<file path="src/rtl/rgb565_gray_pipe.sv">
// rgb565_gray_pipe
// Converts a captured RGB565 pixel stream into 8-bit luma for the Sobel
// stage, three clocks deep, and drops the first FRAME_DROP complete frames
// after reset while the sensor settles.
//
// Ports:
//   clk, rst_n                 pixel clock (cam_pclk), async active-low reset
//   in_frame_vsync/href/clken  capture timing strobes
//   in_img_rgb[15:0]           {R[4:0], G[5:0], B[4:0]}
//   out_frame_vsync/href/clken timing strobes, gated and delayed 3 clocks
//   out_img_Y[7:0]             luma, aligned with out_frame_clken
//   out_frame_err              sticky line/frame geometry error
//
// Build option: define GRAY_GEOM_CHECK_EN to build the pixel/line geometry
// checker; otherwise out_frame_err is tied low.
module rgb565_gray_pipe #(
  parameter int FRAME_DROP = 10,
  parameter int H_PIXEL    = 640,
  parameter int V_PIXEL    = 480
) (
  input  logic        clk,
  input  logic        rst_n,
  input  logic        in_frame_vsync,
  input  logic        in_frame_href,
  input  logic        in_frame_clken,
  input  logic [15:0] in_img_rgb,
  output logic        out_frame_vsync,
  output logic        out_frame_href,
  output logic        out_frame_clken,
  output logic [7:0]  out_img_Y,
  output logic        out_frame_err
);

  localparam int FCW = $clog2(FRAME_DROP + 2);
  localparam logic [FCW-1:0] LAST_DROP = FCW'(FRAME_DROP);
  localparam logic [FCW-1:0] PASS_EDGE = FCW'(FRAME_DROP + 1);

  if (FRAME_DROP < 0 || H_PIXEL < 1 || V_PIXEL < 1) begin : g_param_check
    $error("rgb565_gray_pipe: invalid FRAME_DROP/H_PIXEL/V_PIXEL");
  end

  // ---------------------------------------------------------------------
  // Frame counter and pass enable
  // ---------------------------------------------------------------------
  logic           vsync_d;
  logic [FCW-1:0] frame_cnt;
  logic           pass_en;
  logic           vsync_rise;
  logic           pass_now;

  assign vsync_rise = in_frame_vsync & ~vsync_d;
  // Enable takes effect in the very cycle that carries the passing edge.
  assign pass_now   = pass_en | (vsync_rise & (frame_cnt == LAST_DROP));

  // vsync_d resets high so a vsync already asserted when reset releases is
  // not mistaken for the start of a fresh frame.
  always_ff @(posedge clk or negedge rst_n) begin
    if (!rst_n) begin
      vsync_d   <= 1'b1;
      frame_cnt <= '0;
      pass_en   <= 1'b0;
    end else begin
      vsync_d <= in_frame_vsync;
      if (vsync_rise && frame_cnt != PASS_EDGE)
        frame_cnt <= frame_cnt + FCW'(1);
      pass_en <= pass_now;
    end
  end

  logic vs_g, hs_g, ck_g;
  assign vs_g = in_frame_vsync & pass_now;
  assign hs_g = in_frame_href  & pass_now;
  assign ck_g = in_frame_clken & pass_now;

  // ---------------------------------------------------------------------
  // Luma pipeline: products -> rounded sum -> Y
  // ---------------------------------------------------------------------
  logic [7:0]  r8, g8, b8;
  logic [15:0] prod_r, prod_g, prod_b;
  logic [16:0] sum_s2;
  logic [7:0]  y_s3;
  logic [2:0]  sync_s1, sync_s2, sync_s3;

  assign r8 = {in_img_rgb[15:11], in_img_rgb[15:13]};
  assign g8 = {in_img_rgb[10:5],  in_img_rgb[10:9]};
  assign b8 = {in_img_rgb[4:0],   in_img_rgb[4:2]};

  always_ff @(posedge clk or negedge rst_n) begin
    if (!rst_n) begin
      prod_r  <= '0;
      prod_g  <= '0;
      prod_b  <= '0;
      sum_s2  <= '0;
      y_s3    <= '0;
      sync_s1 <= '0;
      sync_s2 <= '0;
      sync_s3 <= '0;
    end else begin
      prod_r  <= 16'(r8) * 16'd77;
      prod_g  <= 16'(g8) * 16'd150;
      prod_b  <= 16'(b8) * 16'd29;
      sum_s2  <= 17'(prod_r) + 17'(prod_g) + 17'(prod_b) + 17'd128;
      // Coefficients sum to 256 so the carry never sets; the select only
      // keeps the full-width sum honest.
      y_s3    <= sum_s2[16] ? 8'hFF : sum_s2[15:8];
      sync_s1 <= {vs_g, hs_g, ck_g};
      sync_s2 <= sync_s1;
      sync_s3 <= sync_s2;
    end
  end

  assign out_frame_vsync = sync_s3[2];
  assign out_frame_href  = sync_s3[1];
  assign out_frame_clken = sync_s3[0];
  assign out_img_Y       = y_s3;

  // ---------------------------------------------------------------------
  // Geometry check (runs on the gated strobes, so only while passing)
  // ---------------------------------------------------------------------
`ifdef GRAY_GEOM_CHECK_EN
  localparam int GEOM_MAX = (H_PIXEL > V_PIXEL) ? H_PIXEL : V_PIXEL;
  localparam int CW       = $clog2(GEOM_MAX + 2);

  logic [CW-1:0] pix_cnt, line_cnt, lines_done;
  logic          hs_g_d, vs_g_d, err_r;
  logic          href_fall, vs_g_rise;

  assign href_fall  = hs_g_d & ~hs_g;
  assign vs_g_rise  = vs_g & ~vs_g_d;
  // A line ending in the same cycle as the next vsync still belongs to
  // the frame being closed.
  assign lines_done = line_cnt + CW'(href_fall);

  always_ff @(posedge clk or negedge rst_n) begin
    if (!rst_n) begin
      pix_cnt  <= '0;
      line_cnt <= '0;
      hs_g_d   <= 1'b0;
      vs_g_d   <= 1'b0;
      err_r    <= 1'b0;
    end else begin
      hs_g_d <= hs_g;
      vs_g_d <= vs_g;
      if (href_fall) begin
        pix_cnt <= '0;
        if (pix_cnt != CW'(H_PIXEL)) err_r <= 1'b1;
      end else if (hs_g && ck_g && pix_cnt != '1) begin
        pix_cnt <= pix_cnt + CW'(1);
      end
      // pass_en is still low on the first passing edge: no frame to judge.
      if (vs_g_rise) begin
        line_cnt <= '0;
        if (pass_en && lines_done != CW'(V_PIXEL)) err_r <= 1'b1;
      end else if (href_fall && line_cnt != '1) begin
        line_cnt <= lines_done;
      end
    end
  end

  assign out_frame_err = err_r;
`else
  assign out_frame_err = 1'b0;
`endif

endmodule

</file>
<file path="config.mk">
export PLATFORM = sky130hd
export DESIGN_NAME = rgb565_gray_pipe
export DESIGN_NICKNAME = d
export VERILOG_FILES = /design/src/rtl/rgb565_gray_pipe.sv
export SDC_FILE = /design/constraint.sdc
export NUM_CORES = 1
export LEC_CHECK = 0
export ABC_AREA = 1
export BUFFER_PORTS_ARGS = -buffer_cell sky130_fd_sc_hd__buf_2
export CAP_MARGIN = 20
export CORE_UTILIZATION = 40
export DETAILED_ROUTE_END_ITERATION = 12
export PLACE_DENSITY_LB_ADDON = 0.12
export SYNTH_ARGS = -nofsm -noshare
export SYNTH_HDL_FRONTEND = slang
export SYNTH_SLANG_ARGS = --single-unit
</file>
<file path="constraint.sdc">
create_clock -name clk -period 4 [get_ports clk]
set_input_delay 0.8 -clock clk [delete_from_list [all_inputs] [get_ports clk]]
set_output_delay 0.8 -clock clk [all_outputs]
set_load 0.02 [all_outputs]
</file>
* Yosys cells after proc, flatten, opt, wreduce, memory -nomap -nowiden
Index checks and enable logic that the tools add are counted.
** Storage, ports and cells
- Flip-flop bits (word level) :: 83
- Input bits :: 21
- Output and inout port bits :: 12
** Cells by class
- Add/subtract/negate cells :: 4
- Multiply operators :: 3
- Equality and inequality tests :: 2
- Multiplexer cells :: 1
- Bitwise logic cells :: 7
- Reduce and logical (&&, ||, !) cells :: 1
** Operator list (count)
- $mul 8x7->15 const B :: 2
- $add 15x16->17 :: 1
- $add 17x13->17 :: 1
- $add 17x8->17 const B :: 1
- $mul 8x5->13 const B :: 1
- $mux 8 :: 1
- $and 1x1->1 :: 5
- $add 4x1->4 const B :: 1
- $eq 4x4->1 const B :: 1
- $ne 4x4->1 const B :: 1
- $logic_and 1x1->1 :: 1
- $not 1->1 :: 1
- $or 1x1->1 :: 1

* Logic depth before layout (Yosys ltp)
Gate-level depths: netlist of the first run.
- Depth in word-level cells :: 5
- Mapped depth :: 14
- Mapped depth without buffers :: 14

* Worst setup path after synthesis of the first run
OpenSTA, ideal clock, no wires.
- Path kind :: input-to-reg
- From :: input in_img_rgb[7]
- To :: register prod_g[14]
- Setup time :: 117 ps
- Arrival time :: 3260 ps
- Required time :: 3883 ps
- Slack :: 623 ps
- Cell stages on the path :: 13
- Path buffers :: 0
- Cells stage by stage :: ha_1 -> ha_1 -> inv_1 -> fa_1 -> fa_1 -> inv_1 -> ha_1 -> nand2_1 -> nor2_1 -> o21ai_0 -> nand3_1 -> nand2_1 -> nand2_1
** Between the ends
- Cells in the longest elaborated chain, start to end :: 1
** RTL lines
- start, declared :: RTL line 26 : input logic [15:0] in_img_rgb,
- $mul 8x7->15 :: RTL line 100 : prod_g <= 16'(g8) * 16'd150;
- end signal, assigned :: RTL line 100
- end, declared :: RTL line 79 : logic [15:0] prod_r, prod_g, prod_b;
No other way between the ends.
A chain may end at the register's enable or synchronous reset.

* Final worst setup path of the first run
- From :: input in_img_rgb[13]
- To :: register prod_r[14]
** Between the ends
- Cells in the longest elaborated chain, start to end :: 1
** RTL lines
- $mul 8x7->15 :: RTL line 99 : prod_r <= 16'(r8) * 16'd77;
- end signal, assigned :: RTL line 99
- end, declared :: RTL line 79
No other way between the ends.

==> impl_results.md, run 1 <==
* Status: completed
* Antenna violations before repair at 0
* Net count, final at roughly 1,000
* Maximum level of the CTS H-tree at 3
* List of most frequent post-synthesis cells: 180 x sky130_fd_sc_hd__inv_1, 142 x sky130_fd_sc_hd__nand2_1, 127 x sky130_fd_sc_hd__ha_1
* Number of buffers created by CTS at 9
* Die Outline Area at between 15,000 and 20,000 um2
* Worst reg2reg path depth at 10
* Crit share post-route at 84.7%
* Mean Syn Cell Area at slightly below 9 um2
* Library cells used by synthesis at 28
* Number of cells produced by synthesis at 747
* Post-detailed-placement half-perimeter wirelength at 10.0 mm
* Headroom to the max-slew limit at 39.8%
* Ratio of cells with drive above 1 in the final layout at ~8.6%
* Number of max-slew violations in the final report at 0
* Clock Sinks at 75
* Register bit count reported by yosys at 75
* Clock insertion delay at the later pin of the skew report at between 0.3 and 0.4 ns
* Final Hold Violating Endpoints at 0
* RSZ-0062 raised after global routing: false
* Routed length per placed instance at between 10 and 15 um
* Largest area contributor in the netlist: sky130_fd_sc_hd__dfrtp_1
* Quantity of gates resized following cts at 0
* Critical Setup Path Class: in2reg
* Final antenna-violating net count at 0
* Maxcap violations at 0
* Crit Reg-Reg Endpoint: sum_s2[8]$_DFF_PN0_
* Post-synth EDFFs at 0
* Via count at roughly 4,600
* Root buffer cell: sky130_fd_sc_hd__clkbuf_16
* Number of port buffers at 31
* Wire length of the first global-routing pass at approximately 20 mm
* FP Rows at 46
* Antenna Diode Count at 0
* Instance count along the most critical hold path at 0
* Setup slack of the worst register-to-register path at 1.50 ns
* Tightest Pin Transition at approximately 0.9 ns
* GRT Overall Usage at between 15 and 20%
* Total overflow reported by the global router at 0
* Starting density of the core at between 40% and 50%
* Origin of the worst min-delay path: sync_s2[1]$_DFF_PN0_
* Number of buffers inserted by hold repair at cts at 0
* Setup TNS Final at 0 ns
* Vertical die dimension at approximately 130 um
* Worst reg2reg startpoint: prod_r[3]$_DFF_PN0_
* Clock buffer depth at 2
* Largest clock skew in the final design at ~0.0067 ns
* Startpoint kind of the worst setup timing path: input port
* Signed area change from the synthesized netlist to the final layout at 11.3%
* Data arrival, critical path at 3.61 ns
* Cells taking the most area after synthesis: sky130_fd_sc_hd__dfrtp_1 29%, sky130_fd_sc_hd__ha_1 25%, sky130_fd_sc_hd__fa_1 11%
* Yosys warning count at 0
* Clk pin slew, worst setup/hold paths at ~0.060 ns
* Most instantiated library cell after synthesis: sky130_fd_sc_hd__inv_1
* Sequential fraction of the synthesis area at 29.0%
* Number of placed I/O pins at 33
* CTS tree: yes
* Required time of the critical path at 4.22 ns
* Maximum number of pins on one net before global-route repair at 76
* Synth top area share at 28.6%
* Achievable Freq at 0.295 GHz
* Critical Path End Type: flip-flop
* Post-detailed-route via-to-cell ratio at roughly 4.6
* Number of setup buffers added after CTS at 0
* Top_reg_cell synth: sky130_fd_sc_hd__dfrtp_1
* Syn Nets at 932
* Area of the placeable core at 15,800 um2
* Terminating pin of the worst hold path: sync_s3[1]$_DFF_PN0_
* Placer's final routability congestion estimate at slightly below 0.9
* Chip width at ~130 um
* Vias in the first global route at between 4,000 and 5,000
* WL final at about 12 mm
* Type of the most critical hold path: reg2reg
* Number of search-and-repair iterations in the first detailed-routing pass at 4
* Summed instance area of the synthesized netlist at between 6000 and 7000 um2
* Final setup violating endpoints at 0
* Final Critical Period at ~3.4 ns
* FFs w/ async S/R, synth at between 90% and 100%
* Number of remaining DRC errors at 0
* Number of DRC markers in iteration 0 at about 160
* Largest fanout on the critical path at 7
[logic make-up after synthesis]
| kind of cell | after synthesis | share of synthesized area, % |
|---|---|---|
| buffers and inverters | 181 | 10.5 |
| xor gates and xnor gates | 27 | 3.65 |
| AOI/OAI and AO/OA | 56 | 5.21 |
| adders and majority gates | 164 | 35.9 |
| DFF | 75 | 29.0 |
| other | 1 | 0.0578 |
| and+or+nand+nor | 243 | 15.6 |
[layer usage]
metal  up-vias  share of wire [%]  GRT usage [%]
met2        49                 47           25.6
met5         -                  0              0
li1       2399                  -              -
met1      2139                 49           20.5
met4         0                1.5           4.71
met3        13                2.5           4.09
[stage by stage]
stage	util, %	cells	cell area [um2]	hold WS [ns]	setup WS, ns
final	45.6	1009	7210	0.349	0.613
after global routing	45.6	1009	7210	0.365	0.460
after CTS	45.6	1009	7210	0.352	0.647
after detailed placement	43.6	993	6900	0.338	0.283
after global placement	43.6	993	6900	0.331	0.315
after floorplan	-	747	6480	0.331	0.623
[sequential cells by signal, indices dropped and copies added (netlist names)]
name / flops
sync_s3: 3
sync_s2: 3
frame_cnt: 4
vsync_d: 1
sum_s2: 9
prod_g: 15
sync_s1: 3
out_img_Y: 8
prod_r: 15
pass_en: 1
prod_b: 13
[layout by cell type, fill, tap and decap left out, drive strengths merged, types with 14 or more instances in the layout]
cell type,synthesis,final
dfrtp,74,74
nand2,144,144
buf,1,31
xor2,20,20
nand3,36,36
nor2,43,43
a21oi,31,31
fa,37,37
o21ai,14,14
ha,127,127
inv,180,181
[worst max path at each step]
stage	start	endpoint	slack, ns	cells past startpoint
3_3_place_gp	in_img_rgb[9]	prod_g[14]$_DFF_PN0_	0.32	14
4_1_cts	in_img_rgb[13]	prod_r[14]$_DFF_PN0_	0.65	14
2_1_floorplan	in_img_rgb[7]	prod_g[14]$_DFF_PN0_	0.62	13
6_report	in_img_rgb[13]	prod_r[14]$_DFF_PN0_	0.61	14
3_5_place_dp	in_img_rgb[9]	prod_g[14]$_DFF_PN0_	0.28	14
5_1_grt	in_img_rgb[9]	prod_g[14]$_DFF_PN0_	0.46	14
[final cells by class]
class                      count  area, um2
tap                          216        270
inverter                     180        676
fill                        1573       8610
sequential                    75       1880
clock inverter                 6       72.6
multi-input combinational    491       3920
clock buffer                  10        239
timing repair buffer          31        158
[worst max-delay path: stages]
cell                      delay (ns)
sky130_fd_sc_hd__buf_2          0.16
sky130_fd_sc_hd__ha_1           0.29
sky130_fd_sc_hd__ha_1           0.27
sky130_fd_sc_hd__inv_1          0.05
sky130_fd_sc_hd__fa_1           0.49
sky130_fd_sc_hd__fa_1           0.51
sky130_fd_sc_hd__inv_1          0.04
sky130_fd_sc_hd__ha_1           0.34
sky130_fd_sc_hd__a21oi_1        0.19
sky130_fd_sc_hd__o21ai_1        0.13
sky130_fd_sc_hd__nand2_1        0.10
sky130_fd_sc_hd__nand3_1        0.10
sky130_fd_sc_hd__nand2_1        0.08
sky130_fd_sc_hd__nand2_1        0.05
Power of run 1 is not shown: default switching activity piles up to over one toggle a cycle in this logic, so the estimate is an artifact.
==> inputs of run 2 (changes only) <==
- clock period: 4 -> 2.9 ns (I/O delays scaled with it)
==> run 2 against run 1 <==
  * Global-route usage up 1.3 points
  * Clock skew is 0.0020 ns lower
  * Count of clock-buffer cells in the layout did not move
  * Core utilization up 4.9 points
  * Critical path depth is the same
  * Final area rose by 11%
  * Hold slack worse by 0.0059 ns
  * Worst setup slack worse by 0.53 ns
  * Die area unchanged
  * Sequential share of layout area fell by 2.5 points
==> impl_results.md, run 2 (synthesis gave the netlist of run 1 again) <==
* Status: completed
* Vias in the first global route at between 4,000 and 5,000
* Chip width at between 100 and 150 um
* Placer's final routability congestion estimate at ~0.85
* Clock Sinks at 75
* Vertical die dimension at roughly 130 um
* Number of buffers created by CTS at 9
* Signed area change from the synthesized netlist to the final layout at 23.3%
* Number of remaining DRC errors at 0
* Required time of the critical path at around 3.1 ns
* Registers with the most flip-flops: prod_g x15, prod_r x15, prod_b x13
* Startpoint kind of the worst setup timing path: input port
* Leading cell type in the layout, fill and taps excluded: sky130_fd_sc_hd__inv_1
* Total of fill cells in the finished design at 1,525
* M1 WL at roughly 6 mm
* Number of port buffers at 31
* Setup slack after layout at about 0.085 ns
* Post-placement worst setup slack at -0.323 ns
* Critical Path End Type: flip-flop
* Number of placed I/O pins at 33
* Power Density at approximately 1200 nW/um2
* Clock insertion delay at the later pin of the skew report at around 0.34 ns
* Most frequent cells in the layout: 174 x sky130_fd_sc_hd__inv_1, 136 x sky130_fd_sc_hd__nand2_1, 113 x sky130_fd_sc_hd__ha_1
* Maximum level of the CTS H-tree at 3
* Post-detailed-route via-to-cell ratio at ~4.5
* Finished Layout Cells at about 1,100
* Clk pin slew, worst setup/hold paths at 0.06 ns
* Wire length of the first global-routing pass at 22.2 mm
* Number of DRC markers in iteration 0 at between 200 and 250
* Net count, final at approximately 1,000
* Detailed route wirelength on metal3 at about 350 um
* Type of the most critical hold path: in2reg
* Highest metal layer used by the detailed router: met4
* Number of placed instances, taps included at roughly 1,100
* Die Outline Area at 16,700 um2
* FP Rows at 46
* Clock buffer depth at 2
* RSZ-0062 raised after global routing: true
* CTS tree: yes
* Post-Place Cell Area at 7490 um2
* Ratio of cells with drive above 1 in the final layout at 19.6%
* Largest clock skew in the final design at between 0.004 and 0.005 ns
* Routed length per placed instance at between 10 and 15 um
* Total overflow reported by the global router at 0
* Headroom to the max-slew limit at ~40%
* WL final at 12.6 mm
* Core occupancy in the finished layout at 50.5%
* Met2 Wirelength at a little over 6 mm
* Area of the placeable core at roughly 16,000 um2
* Antenna Diode Count at 0
* Largest fanout on the critical path at 4
* Maximum number of pins on one net before global-route repair at 76
* GRT Overall Usage at ~17%
* Number of max-slew violations in the final report at 0
* Data arrival, critical path at 3.05 ns
* Achievable Freq at ~0.36 GHz
* Crit share post-route at a little over nine tenths
* Critical Setup Path Class: in2reg
* Peak supply drop at 0.000611 V
* Leakage power figure at 4.53 nW
* Number of search-and-repair iterations in the first detailed-routing pass at 5
* Starting density of the core at between 40% and 50%
* Root buffer cell: sky130_fd_sc_hd__clkbuf_16
* Antenna violations before repair at 0
* Final setup violating endpoints at 0
* Final Critical Period at 2.81 ns
* Final Hold Violating Endpoints at 0
* Via count at about 4,800
* Final antenna-violating net count at 0
* Post-detailed-placement half-perimeter wirelength at approximately 11 mm
* Maxcap violations at 0
* Summed area of non-filler cells in the final layout at 7990 um2
* Number of buffers inserted by hold repair at cts at 0
* Tightest Pin Transition at 0.906 ns
[run 2: metrics by stage]
step,setup TNS (ns),total power [mW],hold slack (ns)
5_1_grt,-0.0386,10.4,0.326
2_1_floorplan,-0.0376,6.24,0.284
3_3_place_gp,-5.00,7.75,0.333
3_5_place_dp,-5.70,7.85,0.336
4_1_cts,0,9.20,0.329
6_report,0,9.22,0.343
[run 2: path summary, 6_finish.rpt]
kind / from / end / slack [ns] / cells after the start
min in group asynchronous: rst_n / out_img_Y[2]$_DFF_PN0_ / 0.36 / 1
max in group asynchronous: rst_n / prod_r[7]$_DFF_PN0_ / 1.94 / 1
setup / recovery: in_img_rgb[12] / prod_r[12]$_DFF_PN0_ / 0.09 / 14
hold / removal: in_frame_vsync / vsync_d$_DFF_PN1_ / 0.34 / 1
hold reg to reg: sync_s2[2]$_DFF_PN0_ / sync_s3[2]$_DFF_PN0_ / 0.35 / 0
setup reg to reg: prod_g[3]$_DFF_PN0_ / sum_s2[16]$_DFF_PN0_ / 0.39 / 12
[run 2: final cells by class]
cell class	instances	area [um2]	share of cell area [%]
sequential	75	1880	23.5
timing repair buffer	89	607	7.59
clock buffer	10	239	2.99
multi-input combinational	491	4210	52.7
clock inverter	6	111	1.39
tap	216	270	3.38
inverter	180	676	8.45
[run 2: repair_timing]
action / 4_1_cts / 5_1_grt
endpoints found under the setup margin: 0 / 16
gates resized for setup: 0 / 31
setup buffers: 0 / 1
[run 2: power by group]
part,internal (mW),switching [mW]
clock network,0.864,0.424
logic,2.52,3.78
registers,1.50,0.133
total,4.88,4.34
[run 2: worst max-delay path, cell delays in order]
cell and delay, ns:
sky130_fd_sc_hd__buf_4 0.13, sky130_fd_sc_hd__ha_4 0.22, sky130_fd_sc_hd__ha_4 0.25, sky130_fd_sc_hd__inv_2 0.03, sky130_fd_sc_hd__fa_1 0.47, sky130_fd_sc_hd__fa_1 0.53, sky130_fd_sc_hd__inv_2 0.05, sky130_fd_sc_hd__ha_4 0.27
sky130_fd_sc_hd__a21oi_4 0.16, sky130_fd_sc_hd__o21ai_4 0.08, sky130_fd_sc_hd__nand2_2 0.08, sky130_fd_sc_hd__nand3_2 0.09, sky130_fd_sc_hd__nand2_1 0.08, sky130_fd_sc_hd__nand2_1 0.04
[run 2: layer usage]
metal	global-route usage, %	vias to the layer above
li1	-	2519
met2	29.0	60
met1	21.7	2225
met4	4.98	0
met3	3.34	10
met5	0	-
Note: power is estimated with default switching activity, not from simulation.
